`src/rtl/nxn_board_game.sv`:
```
// nxn_board_game: two-player N x N board controller with strict turns,
// win/draw detection, a move counter and a synchronous new-game restart.
module nxn_board_game #(
    parameter  int N            = 3,
    parameter  int FIRST_PLAYER = 0,
    localparam int POS_W        = $clog2(N*N),
    localparam int CNT_W        = $clog2(N*N+1)
) (
    input  logic                 clk,
    input  logic                 reset,
    input  logic                 new_game,
    input  logic                 p1,
    input  logic                 p2,
    input  logic [POS_W-1:0]     p1_pos,
    input  logic [POS_W-1:0]     p2_pos,
    output logic [2*N*N-1:0]     board,
    output logic [1:0]           winner,
    output logic                 game_over,
    output logic                 turn,
    output logic [CNT_W-1:0]     move_count,
    output logic                 illegal_move
);

    typedef enum logic [1:0] {PLAY, CHECK, DONE} state_t;

    localparam logic [POS_W:0]   CELLS_POS  = (POS_W+1)'(N*N);
    localparam logic [CNT_W-1:0] CELLS_CNT  = CNT_W'(N*N);
    localparam logic             TURN_START = (FIRST_PLAYER != 0);

    state_t               state, state_next;
    logic                 p1_q, p2_q;
    logic                 rise1, rise2;
    logic [2*N*N-1:0]     board_next;
    logic [1:0]           winner_next;
    logic                 turn_next;
    logic [CNT_W-1:0]     move_count_next;
    logic                 illegal_next;
    logic [1:0]           mover_code;
    logic [POS_W-1:0]     move_pos;
    logic                 pos_ok;
    logic                 cell_free;
    logic                 right_player;

    // True when every cell of some row, column or diagonal holds the given code.
    function automatic logic line_full(input logic [2*N*N-1:0] b, input logic [1:0] code);
        logic any_line, row_ok, col_ok, diag_ok, anti_ok;
        any_line = 1'b0;
        diag_ok  = 1'b1;
        anti_ok  = 1'b1;
        for (int r = 0; r < N; r++) begin
            row_ok = 1'b1;
            col_ok = 1'b1;
            for (int c = 0; c < N; c++) begin
                row_ok = row_ok & (b[2*(r*N+c) +: 2] == code);
                col_ok = col_ok & (b[2*(c*N+r) +: 2] == code);
            end
            any_line = any_line | row_ok | col_ok;
            diag_ok  = diag_ok & (b[2*(r*N+r) +: 2] == code);
            anti_ok  = anti_ok & (b[2*(r*N+N-1-r) +: 2] == code);
        end
        return any_line | diag_ok | anti_ok;
    endfunction

    assign rise1        = p1 & ~p1_q;
    assign rise2        = p2 & ~p2_q;
    assign mover_code   = turn ? 2'b10 : 2'b01;
    assign move_pos     = rise1 ? p1_pos : p2_pos;
    assign pos_ok       = ({1'b0, move_pos} < CELLS_POS);
    assign cell_free    = pos_ok && (board[2*move_pos +: 2] == 2'b00);
    assign right_player = (rise1 && !turn) || (rise2 && turn);
    assign game_over    = (state == DONE);

    // Register the strobes so only their rising edges count as moves.
    always_ff @(posedge clk or negedge reset) begin
        if (!reset) begin
            p1_q <= 1'b0;
            p2_q <= 1'b0;
        end else begin
            p1_q <= p1;
            p2_q <= p2;
        end
    end

    // State register together with the board, score and turn bookkeeping.
    always_ff @(posedge clk or negedge reset) begin
        if (!reset) begin
            state        <= PLAY;
            board        <= '0;
            winner       <= 2'b00;
            turn         <= TURN_START;
            move_count   <= '0;
            illegal_move <= 1'b0;
        end else begin
            state        <= state_next;
            board        <= board_next;
            winner       <= winner_next;
            turn         <= turn_next;
            move_count   <= move_count_next;
            illegal_move <= illegal_next;
        end
    end

    // Next-state logic: accept or reject moves in PLAY, judge the last move in CHECK.
    always_comb begin
        state_next      = state;
        board_next      = board;
        winner_next     = winner;
        turn_next       = turn;
        move_count_next = move_count;
        illegal_next    = 1'b0;

        if (new_game) begin
            state_next      = PLAY;
            board_next      = '0;
            winner_next     = 2'b00;
            turn_next       = TURN_START;
            move_count_next = '0;
        end else begin
            case (state)
                PLAY: begin
                    if (rise1 && rise2) begin
                        illegal_next = 1'b1;
                    end else if (rise1 || rise2) begin
                        if (right_player && cell_free) begin
                            board_next[2*move_pos +: 2] = mover_code;
                            move_count_next             = move_count + CNT_W'(1);
                            state_next                  = CHECK;
                        end else begin
                            illegal_next = 1'b1;
                        end
                    end
                end
                CHECK: begin
                    illegal_next = rise1 | rise2;
                    if (line_full(board, mover_code)) begin
                        winner_next = mover_code;
                        state_next  = DONE;
                    end else if (move_count == CELLS_CNT) begin
                        winner_next = 2'b11;
                        state_next  = DONE;
                    end else begin
                        turn_next  = ~turn;
                        state_next = PLAY;
                    end
                end
                DONE: begin
                    illegal_next = rise1 | rise2;
                end
                default: begin
                    state_next = PLAY;
                end
            endcase
        end
    end

endmodule
```
`config.mk`:
```
export PLATFORM = sky130hd
export DESIGN_NAME = nxn_board_game
export DESIGN_NICKNAME = d
export VERILOG_FILES = /design/src/rtl/nxn_board_game.sv
export SDC_FILE = /design/constraint.sdc
export NUM_CORES = 1
export LEC_CHECK = 0
export ABC_AREA = 1
export CORE_MARGIN = 4
export CORE_UTILIZATION = 50
export CTS_BUF_LIST = sky130_fd_sc_hd__clkbuf_4
export DETAILED_ROUTE_END_ITERATION = 6
export PLACE_DENSITY = 0.76
export SYNTH_ARGS = -nofsm -noshare
export SYNTH_HDL_FRONTEND = slang
export SYNTH_SLANG_ARGS = --single-unit
```
`constraint.sdc`:
```
create_clock -name clk -period 2.35 [get_ports clk]
set_clock_uncertainty 0.1 [all_clocks]
set_input_delay 0.3525 -clock clk [delete_from_list [all_inputs] [get_ports clk]]
set_output_delay 0.3525 -clock clk [all_outputs]
set_load 0.02 [all_outputs]
```
==> flow_summary.ini, run 1 <==
[drt]
wl_per_cell_um = 13.8
drc = 0
drtAntennaViolNets = 0
routed_wl_um = 6690
num_vias = 2573
drtIter0Drc = 198
vias_per_cell = 5.32
firstDrtPassIters = 4

[timing]
relSlewSlack_pct = 73.5
max_slew.worst_pin.slew_ps = 398
max_freq_mhz = 465
rsz0062_at_grt = no
setup_viol = 0
finalCritPeriodShare_pct = 91.6
finalSetupTns_ps = 0
finalHoldViolCount = 0
slew_viol_final = 0
period_minus_slack_ps = 2150

[logic_synthesis]
synthCells = 363
netlist_area_mm2 = 0.00240
synth_cell_types = 33
synth_top_area_share_pct = 31.3
syn_nets = 383
avgSynthCellArea_um2 = 6.61
synth.yosys.seq_area_share_pct = 31.3
yosysTopAreaCell = dfrtp_1
synth-seq-cells = 30
yosys-top-cells-area = dfrtp_1, nand2_1, nand3_1
ys_warn_count = 0

[clocking]
clkSlewWorstSetupHoldPaths_ps = 90
cts_buffers = 5
cts_tree = built
cts_setup_buffers = 0
cts_resized = 0
clk_path_buf_depth = 2
cts-root-buf = clkbuf_4
clock-sinks = 30
cts-htree-levels = 2
worstSkewPairLatency_ps = 350
hold_buffers = 0

[floorplan]
num_io_pins = 40
die_area_mm2 = 0.00597
die_w_um = 77.3
initial_core_util_pct = 53.3
coreArea_mm2 = 0.00450
die_h_um = 77.3
rows = 24

[hold_path]
whs_path_depth = 1
hold_class = in -> reg
worstHoldStart = p1

[critical_path]
crit_required_ps = 2530
reg2regPathDepth = 14
crit_start = p1_q$_DFF_PN0_
crit_fanout = 7
cp-end-kind = flop
cp-start-kind = flop
crit_type = reg -> reg
rr_startpoint = p1_q$_DFF_PN0_
worstPathArrival_ps = 2330

[grt]
grt_antenna_before_repair = 0
grt_pass1_vias = 2525
overflow = 0
grt_first_pass_wirelength_um = 11800
grt.total_usage_pct = 24.4
grt_max_degree = 31

[pwr]
power_frac_clock_pct = 20.5
switching_share_pct = 41.5
ir_drop_v = 0.000377
power.leakage_nw = 1.62
power_frac_seq_pct = 35.9
p_comb_share_pct = 43.6
p_int_mw = 0.921
p_switching_mw = 0.653
powerDensity_mw_per_mm2 = 502

[final_layout]
final_common_cell = nand2_1
drive_above_1_share_pct = 18.3
final_cell_mix = nand2_1, nand3_1, inv_1, nor2_1, clkdlybuf4s50_1
synthToLayoutAreaGrowth_pct = 30.6
diodes = 0
layout.nets = 451
fin_util_pct = 69.6

[outcome]
status = finished clean

[placed_design]
place_congestion = 0.960
io_buffers = 39
dp_hpwl_um = 5170

[job]
cap_violations = 0
-- Yosys cell counts (all sizes together) --
library cell    n
nand2         105
nor2           49
inv            48
nand3          46
dfrtp          30
nand4          18
o21ai          14
a21oi          10
buf            10
nor3            9
ha              7
nor4            4
clkbuf          3
a21boi          2
clkinv          2
a31oi           1
nand3b          1
nor3b           1
or2             1
xnor2           1
xor2            1
-- critical path: stages, from the launching register on --
cell	delay (ps)
dfrtp_1	390
inv_1	120
nand2_2	110
buf_12	160
nand2_4	60
o21ai_4	50
nand2_2	80
inv_2	40
ha_2	370
inv_1	100
nor2_1	190
nand4_4	130
nand2_1	90
nand2_1	50
nand2_1	60
-- metrics by stage --
stage,area [um^2],worst slack [ps],power (mW),hold slack (ps),std cells
after detailed placement,3050,-264,1.25,406,476
after floorplan,2400,366,1.00,-43.1,363
after global placement,3050,-191,1.24,413,476
after global routing,3140,12.1,1.71,128,484
after CTS,3100,98.3,1.57,315,484
final,3140,198,1.57,132,484
-- power groups by stage --
stage	Clock (mW)	Combinational, mW	Sequential, mW
3_5_place_dp	0	0.673	0.575
4_1_cts	0.327	0.675	0.565
5_1_grt	0.365	0.771	0.569
3_3_place_gp	0	0.670	0.573
2_1_floorplan	0	0.415	0.587
6_report	0.323	0.686	0.566
-- per-layer routing --
| layer | GRT usage [%] | up-vias | routed length, um |
|---|---|---|---|
| li1 | - | 1308 | - |
| met1 | 31.7 | 1187 | 2900 |
| met2 | 40.7 | 65 | 3300 |
| met3 | 3.98 | 13 | 327 |
| met4 | 9.07 | 0 | 157 |
| met5 | 0 | - | 0 |
-- area by class of cell --
| type | instances | area [um^2] |
|---|---|---|
| clock buffer | 6 | 45.0 |
| sequential | 30 | 751 |
| timing repair buffer | 74 | 668 |
| clock inverter | 2 | 8.76 |
| tap | 52 | 65.1 |
| inverter | 50 | 188 |
| multi-input combinational | 270 | 1410 |
| fill | 414 | 1370 |
-- state kept, by name, indices dropped and copies added, names as in the netlist --
| name | flops |
|---|---|
| board | 18 |
| move_count | 4 |
| state | 2 |
| winner | 2 |
| illegal_move | 1 |
| p1_q | 1 |
| p2_q | 1 |
| turn | 1 |
-- logic make-up (layout without fill, tap and decap cells) --
family                   Yosys count  count (layout)  share of synthesized area, %
adder cells (fa/ha/maj)            7               7                          3.65
AO/OA/AOI/OAI                     27              27                          7.14
buffers and inverters             63             132                          11.4
AND/OR/NAND/NOR                  234             234                          45.8
flip-flops                        30              30                          31.3
XOR/XNOR                           2               2                         0.730
-- path summary, 6_finish.rpt --
path                                          to  slack [ps]
setup / recovery           board[12]$_DFFE_PN0P_         200
hold / removal                    p1_q$_DFF_PN0_         130
setup reg to reg           board[12]$_DFFE_PN0P_         200
hold reg to reg            winner[0]$_DFFE_PN0P_         440
max in group asynchronous   board[5]$_DFFE_PN0P_        1550
min in group asynchronous  board[17]$_DFFE_PN0P_         300
Note: power is estimated with default switching activity, not from simulation.
==> inputs of run 2 (changes only) <==
--- a/config.mk
+++ b/config.mk
@@ -5,12 +5,11 @@
 export SDC_FILE = /design/constraint.sdc
 export NUM_CORES = 1
 export LEC_CHECK = 0
-export ABC_AREA = 1
 export CORE_MARGIN = 4
 export CORE_UTILIZATION = 50
 export CTS_BUF_LIST = sky130_fd_sc_hd__clkbuf_4
 export DETAILED_ROUTE_END_ITERATION = 6
-export PLACE_DENSITY = 0.76
+export PLACE_DENSITY = 0.77
 export SYNTH_ARGS = -nofsm -noshare
 export SYNTH_HDL_FRONTEND = slang
 export SYNTH_SLANG_ARGS = --single-unit
==> run 2 against run 1 <==
  * The run now ends with negative setup slack left
  * Core utilization is 9.5 points higher
  * Count of clock-buffer cells in the layout is 1 higher
  * Synthesized area is 12% lower
  * Clock power is 2% lower
  * Synthesized cell count is 39% lower
  * Non-clock buffer count is 9 higher
==> flow_summary.ini, run 2 <==
[logic_synthesis]
avgSynthCellArea_um2 = 9.52
synthCells = 223
synth_flop_cell = dfrtp_1
netlist_area_mm2 = 0.00212
synth.most_common_cell = dfrtp_1
syn_nets = 243
ys_warn_count = 0
synth_cell_types = 52
synth_top_area_share_pct = 35.4
yosys-top-cells-area = dfrtp_1, o2bb2ai_2, ha_1
yosys-top-cells-count = dfrtp_1, nor2_1, nand2_1
yosysTopAreaCell = dfrtp_1
synthArstFlopShare_pct = 100
synth-seq-cells = 30
synth-edff-count = 0
synth.yosys.seq_area_share_pct = 35.4

[final_layout]
top_regs = board x18, move_count x4
final_cell_mix = clkdlybuf4s50_1, buf_4, dfrtp_1, nor2_1
fin_util_pct = 79.2
layout.nets = 324
regMostFlops = board
final_common_cell = clkdlybuf4s50_1
diodes = 0
largest_register_ff_count = 18
drive_above_1_share_pct = 34.9
synthToLayoutAreaGrowth_pct = 51.3

[critical_path]
crit_required_ps = 2480
cp-end-kind = flop
worstPathArrival_ps = 2540
crit_type = in -> reg
slowest_stage = clkdlybuf4s50_1
slowest_delay_ps = 430
worstPathCellList = clkdlybuf4s50_1 > and3b_2 > a21o_4 > buf_6 > mux2_4 > o22ai_4 > buf_6 > o31ai_4 > buf_4 > a32o_1
rr_startpoint = p1_q$_DFF_PN0_
crit_fanout = 5
cp_common_cell = buf_6
cp-start-kind = primary input
r2r-end = move_count[0]$_DFFE_PN0P_
critPathTopFamily = buffers and inverters
reg2regPathDepth = 8
crit_buf_inv = 4
r2r_setup_slack_ps = -60

[outcome]
status = finished with violations
violations = negative setup slack

[floorplan]
die_w_um = 73.2
die_area_mm2 = 0.00535
num_io_pins = 40
coreArea_mm2 = 0.00406
die_h_um = 73.2
initial_core_util_pct = 52.3
rows = 23

[pwr]
power.leakage_nw = 1.26
powerDensity_mw_per_mm2 = 465
ir_drop_v = 0.000359

[timing]
finalSetupTns_ps = -556
max_slew.worst_pin.slew_ps = 473
finalHoldViolCount = 0
setup_viol = 12
finalCritPeriodShare_pct = 103
slew_viol_final = 0
max_freq_mhz = 414
relSlewSlack_pct = 68.3
setup_slack_ps = -64.3
rsz0062_at_grt = yes
period_minus_slack_ps = 2410

[clocking]
worstSkewPairLatency_ps = 340
cts_tree = built
clk_path_buf_depth = 2
hold_buffers = 0
clkSlewWorstSetupHoldPaths_ps = 100
cts-htree-levels = 2
clock-sinks = 30
cts-root-buf = clkbuf_4
cts_buffers = 5

[drt]
wl_per_cell_um = 19.2
drtIter0Drc = 152
num_vias = 2170
drtAntennaViolNets = 0
vias_per_cell = 6.13
firstDrtPassIters = 4
routed_wl_um = 6810
drc = 0

[grt]
grt_pass1_vias = 2098
grt.total_usage_pct = 25.1
overflow = 0
grt_first_pass_wirelength_um = 10300
grt_antenna_before_repair = 0
grt_max_degree = 31

[placed_design]
place_congestion = 0.940
dp_hpwl_um = 4510
pre_cts_ws_ps = -581
io_buffers = 39

[hold_path]
hold_class = in -> async

[job]
cap_violations = 0
-- run 2: changes by cell type in the layout (fill, tap and decap cells not counted), sizes merged, moves of 11 or more --
cell    delta
nand2b    +11
nor2      -28
nand2     -89
o22ai     +11
nand3     -35
inv       -36
nand4     -12
o21ai     -11
-- run 2: through the flow --
stage	hold slack (ps)	total power, mW	std cells	cell area, um^2
6_report	290	1.49	354	3210
5_1_grt	325	1.57	354	3210
4_1_cts	300	1.40	352	2980
3_5_place_dp	438	1.08	341	2870
3_3_place_gp	430	1.07	341	2870
2_1_floorplan	-43.1	0.854	223	2170
-- run 2: how the worst max path moves through the flow --
stage	start	endpoint	slack, ps	cells after the start
2_1_floorplan	p1_q$_DFF_PN0_	move_count[0]$_DFFE_PN0P_	-20	8
3_3_place_gp	p1	move_count[3]$_DFFE_PN0P_	-550	8
3_5_place_dp	p1	board[17]$_DFFE_PN0P_	-580	7
4_1_cts	p1_q$_DFF_PN0_	move_count[0]$_DFFE_PN0P_	-100	7
5_1_grt	p1_q$_DFF_PN0_	board[14]$_DFFE_PN0P_	-190	8
6_report	p1_pos[1]	board[9]$_DFFE_PN0P_	-60	10
-- run 2: power by group --
group | switching, mW | total [mW] | internal, mW
Sequential | 0.0372 | 0.574 | 0.537
Combinational | 0.320 | 0.601 | 0.282
Clock | 0.181 | 0.317 | 0.136
Total | 0.538 | 1.49 | 0.955
-- run 2: metal layers --
metal / GRT usage, % / routed length [um] / share of wire [%]
met1: 35.6 / 3030 / 44
met2: 37.5 / 3170 / 47
met3: 5.51 / 393 / 5.8
met4: 9.02 / 218 / 3.2
met5: 0 / 0 / 0
-- run 2: cell type report --
type	count	area, um^2
Clock buffer	7	52.6
Sequential cell	30	752
Tap cell	50	62.6
Multi-Input combinational cell	170	1520
Fill cell	253	846
Timing Repair Buffer	83	764
Inverter	14	56.3
-- run 2: repair_timing --
item	CTS	global route
pin swaps	7	14
gates cloned	1	0
hold endpoints to repair	0	0
endpoints found under the setup margin	25	28
resized for setup	12	43
buffers inserted	3	2
-- run 2: cell families (layout without fill, tap and decap cells) --
kind of cell / after synthesis / in the layout / share of synthesized area (%)
flops: 30 / 30 / 35.4
simple gates: 93 / 94 / 23.6
compound gates: 52 / 52 / 23.5
buf+inv: 24 / 104 / 5.01
mux: 15 / 15 / 7.60
fa+ha+maj: 7 / 7 / 4.12
xor+xnor: 2 / 2 / 0.825
